$ cat config.mk
export PLATFORM = sky130hd
export DESIGN_NAME = btn_irq_ctrl
export DESIGN_NICKNAME = d
export VERILOG_FILES = /design/src/rtl/btn_irq_pkg.sv /design/src/rtl/btn_irq_prio_sel.sv /design/src/rtl/btn_irq_ctrl.sv
export SDC_FILE = /design/constraint.sdc
export NUM_CORES = 1
export LEC_CHECK = 0
export ABC_AREA = 1
export CAP_MARGIN = 20
export CORE_UTILIZATION = 43
export DETAILED_ROUTE_END_ITERATION = 12
export PLACE_DENSITY = 0.82
export SYNTH_ARGS = -nofsm -noshare
export SYNTH_HDL_FRONTEND = slang
export SYNTH_SLANG_ARGS = --single-unit
$ cat constraint.sdc
create_clock -name clk_50MHz -period 2 [get_ports clk_50MHz]
set_clock_uncertainty 0.2 [all_clocks]
set_input_delay 0.4 -clock clk_50MHz [delete_from_list [all_inputs] [get_ports clk_50MHz]]
set_output_delay 0.4 -clock clk_50MHz [all_outputs]
set_load 0.1 [all_outputs]
$ cat src/rtl/btn_irq_pkg.sv
// btn_irq_pkg: shared state encoding and default sizing for the button interrupt controller
package btn_irq_pkg;

    typedef enum logic [1:0] {
        IDLE    = 2'd0,
        REQ     = 2'd1,
        SERVICE = 2'd2
    } state_t;

    localparam int NUM_BTN_DEF = 4;
    localparam logic [NUM_BTN_DEF-1:0] MASK_RST_DEF = '1;

endpackage

$ cat src/rtl/btn_irq_prio_sel.sv
// btn_irq_prio_sel: picks one source from the candidate set, fixed lowest-index or round-robin from ptr
module btn_irq_prio_sel
    import btn_irq_pkg::*;
#(
    parameter int NUM_BTN = NUM_BTN_DEF,
    parameter int ID_W    = $clog2(NUM_BTN)
) (
    input  logic [NUM_BTN-1:0] cand,
    input  logic [ID_W-1:0]    ptr,
    input  logic               rr_en,
    output logic               valid,
    output logic [ID_W-1:0]    id
);

    logic [ID_W-1:0] idx;

    // scan from the farthest offset down so the nearest candidate is written last and wins
    always_comb begin
        valid = |cand;
        id    = '0;
        idx   = '0;
        for (int k = NUM_BTN - 1; k >= 0; k--) begin
            idx = rr_en ? ID_W'((int'(ptr) + k) % NUM_BTN) : ID_W'(k);
            if (cand[idx]) id = idx;
        end
    end

endmodule

$ cat src/rtl/btn_irq_ctrl.sv
// btn_irq_ctrl: latches button press pulses as pending requests and presents one interrupt at a time
module btn_irq_ctrl
    import btn_irq_pkg::*;
#(
    parameter int                 NUM_BTN  = NUM_BTN_DEF,
    parameter int                 ID_W     = $clog2(NUM_BTN),
    parameter int                 RR_EN    = 0,
    parameter logic [NUM_BTN-1:0] MASK_RST = {NUM_BTN{1'b1}}
) (
    input  logic               clk_50MHz,
    input  logic               rst_n,
    input  logic [NUM_BTN-1:0] btn_tick_i,
    input  logic [NUM_BTN-1:0] btn_level_i,
    input  logic               mask_we_i,
    input  logic [NUM_BTN-1:0] mask_wdata_i,
    input  logic [NUM_BTN-1:0] pend_clr_i,
    input  logic               irq_ack_i,
    input  logic               irq_eoi_i,
    output logic               irq_o,
    output logic [ID_W-1:0]    irq_id_o,
    output logic [NUM_BTN-1:0] pending_o,
    output logic [NUM_BTN-1:0] mask_o,
    output logic [NUM_BTN-1:0] overrun_o,
    output logic [NUM_BTN-1:0] level_o
);

    state_t             state;
    logic               irq;
    logic [ID_W-1:0]    id;
    logic [ID_W-1:0]    ptr;
    logic [ID_W-1:0]    ptr_nxt;
    logic [ID_W-1:0]    sel_id;
    logic               sel_valid;
    logic [NUM_BTN-1:0] pending;
    logic [NUM_BTN-1:0] mask;
    logic [NUM_BTN-1:0] overrun;
    logic [NUM_BTN-1:0] level;
    logic [NUM_BTN-1:0] cand;
    logic [NUM_BTN-1:0] ack_vec;
    logic [NUM_BTN-1:0] keep;

    assign ack_vec = (state == REQ && irq_ack_i) ? NUM_BTN'(1) << id : '0;
    assign keep    = ~pend_clr_i & ~ack_vec;
    assign cand    = pending & mask;
    assign ptr_nxt = (id == ID_W'(NUM_BTN - 1)) ? '0 : id + 1'b1;

    btn_irq_prio_sel #(
        .NUM_BTN(NUM_BTN),
        .ID_W   (ID_W)
    ) u_sel (
        .cand (cand),
        .ptr  (ptr),
        .rr_en(RR_EN != 0),
        .valid(sel_valid),
        .id   (sel_id)
    );

    // a new press always wins over a clear or ack landing in the same cycle
    always_ff @(posedge clk_50MHz) begin
        if (!rst_n) begin
            pending <= '0;
            overrun <= '0;
            mask    <= MASK_RST;
            level   <= '0;
        end else begin
            pending <= btn_tick_i | (pending & keep);
            overrun <= (overrun & ~pend_clr_i) | (btn_tick_i & pending & keep);
            level   <= btn_level_i;
            if (mask_we_i) mask <= mask_wdata_i;
        end
    end

    // request/ack/eoi handshake; a request whose source is cleared or masked is withdrawn
    always_ff @(posedge clk_50MHz) begin
        if (!rst_n) begin
            state <= IDLE;
            irq   <= 1'b0;
            id    <= '0;
            ptr   <= '0;
        end else begin
            case (state)
                IDLE: if (sel_valid) begin
                    id    <= sel_id;
                    irq   <= 1'b1;
                    state <= REQ;
                end
                REQ: if (irq_ack_i) begin
                    irq   <= 1'b0;
                    state <= SERVICE;
                end else if (!pending[id] || !mask[id]) begin
                    irq   <= 1'b0;
                    state <= IDLE;
                end
                SERVICE: if (irq_eoi_i) begin
                    state <= IDLE;
                    if (RR_EN != 0) ptr <= ptr_nxt;
                end
                default: begin
                    irq   <= 1'b0;
                    state <= IDLE;
                end
            endcase
        end
    end

    assign irq_o     = irq;
    assign irq_id_o  = id;
    assign pending_o = pending;
    assign mask_o    = mask;
    assign overrun_o = overrun;
    assign level_o   = level;

endmodule

# ---- Yosys cells after proc, flatten, opt, wreduce, memory -nomap -nowiden
# Cells that the tools add are included.
dict set report totals {
  reg_bits 21
  latchBits 0
  mem_bits_rw 0
  rom_bits 0
  in_bits 21
  output_inout_bits 19
  mem_count 0
}
dict set report classes {
  add_sub_neg 0
  multipliers 0
  div_mod_pow 0
  magnitude_cmp 1
  n_eq_ne 5
  n_shift 1
  muxes 18
  bitwise_logic 11
  n_reduce_logical 9
}
# operator n
set ops {}
lappend ops {{$and 4x4->4} 6}
lappend ops {{$mux 2} 8}
lappend ops {{$not 4->4} 2}
lappend ops {{$or 4x4->4} 2}
lappend ops {{$pmux 2 s3} 1}
lappend ops {{$reduce_and 3->1} 2}
lappend ops {{$mux 1} 5}
lappend ops {{$bmux 1 s2} 2}
lappend ops {{$mux 4} 1}
lappend ops {{$ne 2x2->1 const B} 2}
lappend ops {{$reduce_or 4->1} 1}
lappend ops {{$shl 1x2->4 const A} 1}
lappend ops {{$lt 2x3->1 const B} 1}
lappend ops {{$ne 3x2->1 const B} 1}
lappend ops {{$pmux 1 s3} 1}
lappend ops {{$eq 2x1->1 const B} 1}
lappend ops {{$eq 2x2->1 const B} 1}
lappend ops {{$logic_not 1->1} 2}
lappend ops {{$logic_not 2->1} 1}
lappend ops {{$reduce_and 2->1} 1}
lappend ops {{$logic_and 1x1->1} 1}
lappend ops {{$logic_or 1x1->1} 1}
lappend ops {{$not 1->1} 1}

# ---- Longest topological paths before layout
dict set report logic_depth {
  ltp_word 7
  depth_mapped 10
  depth_no_buf 9
}

# ---- Hierarchy
# From an unflattened synthesis, not the netlist that was laid out.
dict set report unflattened {
  hier_cells 168
  hier_area_um2 1086.0
}
# mod instances cells_per_inst area_per_inst_um2 seq_area_each_um2
set by_module_without_submodules {}
lappend by_module_without_submodules {btn_irq_ctrl 1 121 874.6 420.4}
lappend by_module_without_submodules {btn_irq_prio_sel 1 47 211.5 0.0}

# ---- Worst setup path after synthesis
# No wires, ideal clock.
dict set report synth_path {
  kind {register to register}
  start {register id[0], in the netlist irq_id_o[0]}
  end {register irq, in the netlist irq_o}
  t_arrival_ns 1.798
  slack_ns -0.064
  stages_incl_launch_ff 10
  n_path_buf 1
  cell_sequence {dfxtp_1 buf_6 nand2_1 nand2_1 nand2_1 nand2_1 nand3_2 nand2_1 nand2_1 a21oi_2}
}
dict set report synth_via {
  elab_chain_len 6
  elab_cells_between_ends 9
  classes_between {eq/ne (1); mux (4); reduce/logical (4)}
}
# item line_no
set synth_rtl {}
lappend synth_rtl {{start: declaration} btn_irq_ctrl.sv:29} ;# logic [ID_W-1:0] id;
lappend synth_rtl {{start signal: assignment} btn_irq_ctrl.sv:83} ;# id <= sel_id;
lappend synth_rtl {{$bmux 1 s2} btn_irq_ctrl.sv:90} ;# end else if (!pending[id] || !mask[id]) begin
lappend synth_rtl {{$mux 1 (not written as such)} btn_irq_ctrl.sv:90}
lappend synth_rtl {{$logic_not 1->1} btn_irq_ctrl.sv:90}
lappend synth_rtl {{$logic_or 1x1->1 (*)} btn_irq_ctrl.sv:90}
lappend synth_rtl {{$ne 3x2->1 (no line) (*)} -}
lappend synth_rtl {{$reduce_and 3->1 (no line) (*)} -}
lappend synth_rtl {{end signal: assignment} btn_irq_ctrl.sv:88} ;# irq <= 1'b0;
lappend synth_rtl {{end signal: assignment} btn_irq_ctrl.sv:91} ;# irq <= 1'b0;
lappend synth_rtl {{end signal: assignment} btn_irq_ctrl.sv:99} ;# irq <= 1'b0;
lappend synth_rtl {{end: declaration} btn_irq_ctrl.sv:28} ;# logic irq;
# Mark *: on every way between the ends. The rest lies on a longest branch, timed or not. The select of a mux whose other input is x is not followed.
# A chain may end at the register's enable or synchronous reset.

# ---- Worst setup path after layout
dict set report layout_path {
  start {register id[1], in the netlist irq_id_o[1]}
  end {output port irq_id_o[1]}
}
# item line_no
set layout_lines {}
lappend layout_lines {{end: declaration} btn_irq_ctrl.sv:20} ;# output logic [ID_W-1:0] irq_id_o,
# No word-level cell between the ends.

==> run_results.csv <==
group,metric,value,unit
run_status,status,"finished, final reports clean",
clocking,post_cts_buffers,0,
clocking,cts_made_buffers,3,
timing,slew_headroom,79.2,%
clocking,cts_tree,"done",
synthesis,synth_cell_type_count,20,
synthesis,synth_area,887,um^2
worst_setup_path,worst_setup_path_end_kind,"output port",
routing,ant_nets,0,
power,max-vdd-ir-drop,0.000534,V
grt,overflow,0,
clocking,cts.sinks,21,
worst_setup_path,critPathRequiredTime,1400,ps
synthesis,ys_top_cells_by_area,"dfxtp_1 (47%), nand2_1 (17%), nand3_1 (7.3%)",
power,p_total,1.15,mW
routing,first_pass_iters,4,
floorplanning,dieArea,2250,um^2
floorplanning,die_h,47.4,um
worst_setup_path,r2r_slack,600,ps
worst_setup_path,crit_path_max_fanout,7,
timing,tightest_slew,312,ps
place,dp_worst_setup_slack,187,ps
routing,drc,0,
synthesis,syn_nets,143,
grt,track_usage,22.8,%
synthesis,yosysSeqAreaShare,47.4,%
job,drv_cap,0,
worst_setup_path,cp.arrival,1040,ps
worst_setup_path,cp_num_buf_inv,1,
timing,hold_viol,0,
routing,via_per_inst,4.88,
timing,setup_viol,0,
worst_setup_path,critPathLaunchType,"register",
floorplanning,core_area,1940,um^2
timing,post-route-period-util,82.1,%
synthesis,postSynthAreaPerCell,7.27,um^2
timing,drv_slew,0,
synthesis,ys_ff_latch,21,
floorplanning,start_util,45.7,%
clocking,cts.repair.resized,0,
routing,vias,928,
cells_and_area,layout_common_cells,"nand2_1 (40), clkdlybuf4s50_1 (20), dfxtp_1 (20)",
worst_setup_path,worstSetupPathType,"reg2out",
clocking,clock-root-buffer,"clkbuf_4",
worst_setup_path,slowest_stage,"dfxtp_1",
grt,grt_max_degree,14,
synthesis,netlist_instances,122,
worst_setup_path,max_stage_delay,520,ps
cells_and_area,antenna_cells,0,
routing,routedWlPerCell,11.7,um
synthesis,yosys_warnings,0,
cells_and_area,nets,185,
synthesis,synth_area_leader_cell,"dfxtp_1",
clocking,ctsHoldBuffers,0,
clocking,cts_max_path_buffers,2,
power,p_leak,0.699,nW
place,hpwl,1760,um
worst_setup_path,crit_family,"flip-flops",
timing,setup_slack,358,ps
floorplanning,fp.dieW,47.4,um
cells_and_area,final_common_cell,"nand2_1",
power,powerDensity,756,nW/um^2
grt,antenna_found_initial,0,
grt,grt_pass1_wl,3530,um
routing,routed_wl,2220,um
cells_and_area,syn2layout_area_growth,70.8,%
synthesis,synth_top_cell_area_share,47.4,%
place,gp_congestion,0.756,
hold_path,hold_class,"reg2reg",
routing,drtIter0Drc,16,
timing,max_freq,609,MHz
grt,grt_pass1_vias,883,
clocking,path_clk_slew,110,ps
cells_and_area,drive_above_1_share,17.2,%
clocking,h-tree-depth,1,
clocking,insertion_delay,300,ps
place,port_buffers,39,
floorplanning,ios,40,
floorplanning,rows,16,
timing,period_needed,1640,ps
timing,fin_setup_tns,0,ps
timing,grt_setup_unrepaired,"no",
worst_setup_path,path_cells,"buf_12",
[synth_stat cells, drive strengths merged]
cell    number
buf          3
o21a         1
nand3       14
a21oi        4
and3         1
dfxtp       21
a211oi       1
nand2       41
nand3b       1
o21ai       10
nor2         1
nor3         2
inv         18
nand4        4
[kinds of logic after synthesis]
kind of cell / synth area share, %
compound gates: 10.0
buf+inv: 10.6
flops: 47.4
simple gates: 32.0
[sequential cells by signal, summed over array words and instances (netlist names)]
signal and cells:
level_o 4, mask_o 4, overrun_o 4, irq_id_o 2, state 2, irq_o 1
pending_o 4
[where the power goes]
part,internal [mW],switching (mW),total [mW]
Combinational,0.170,0.276,0.445
Clock,0.0778,0.125,0.203
Sequential,0.450,0.0477,0.497
[final timing paths]
path | depth (start not counted) | end | start
worst max-delay path | 1 | irq_id_o[1] | irq_id_o[1]$_SDFFE_PN0P_
worst min register to register | 2 | irq_o$_SDFFE_PN0P_ | irq_o$_SDFFE_PN0P_
worst max register to register | 5 | irq_id_o[0]$_SDFFE_PN0P_ | pending_o[3]$_SDFF_PN0_
worst min-delay path | 2 | irq_o$_SDFFE_PN0P_ | irq_o$_SDFFE_PN0P_
[metal layers]
metal | global-route usage [%] | up-vias | share of wire, %
met3 | 2.64 | 4 | 4.0
met1 | 25.3 | 420 | 41
met5 | 0 | - | 0
met2 | 40.8 | 30 | 53
li1 | - | 474 | -
met4 | 14.9 | 0 | 1.6
[area by class of cell]
cell class                 instances  area (um^2)
fill                             129          427
sequential                        21          422
tap                               27         33.8
multi-input combinational         80          373
inverter                          18         72.6
clock buffer                       4         26.3
timing repair buffer              40          588
[through the flow]
step,utilization [%],std cells,hold slack (ps),cell area [um^2]
finish,78.0,190,315,1520
global route,78.0,190,353,1520
CTS,78.0,190,318,1520
detailed placement,76.7,186,298,1490
global placement,76.7,186,296,1490
floorplan,-,122,293,888
No activity file was read; power rests on OpenSTA's default activity.
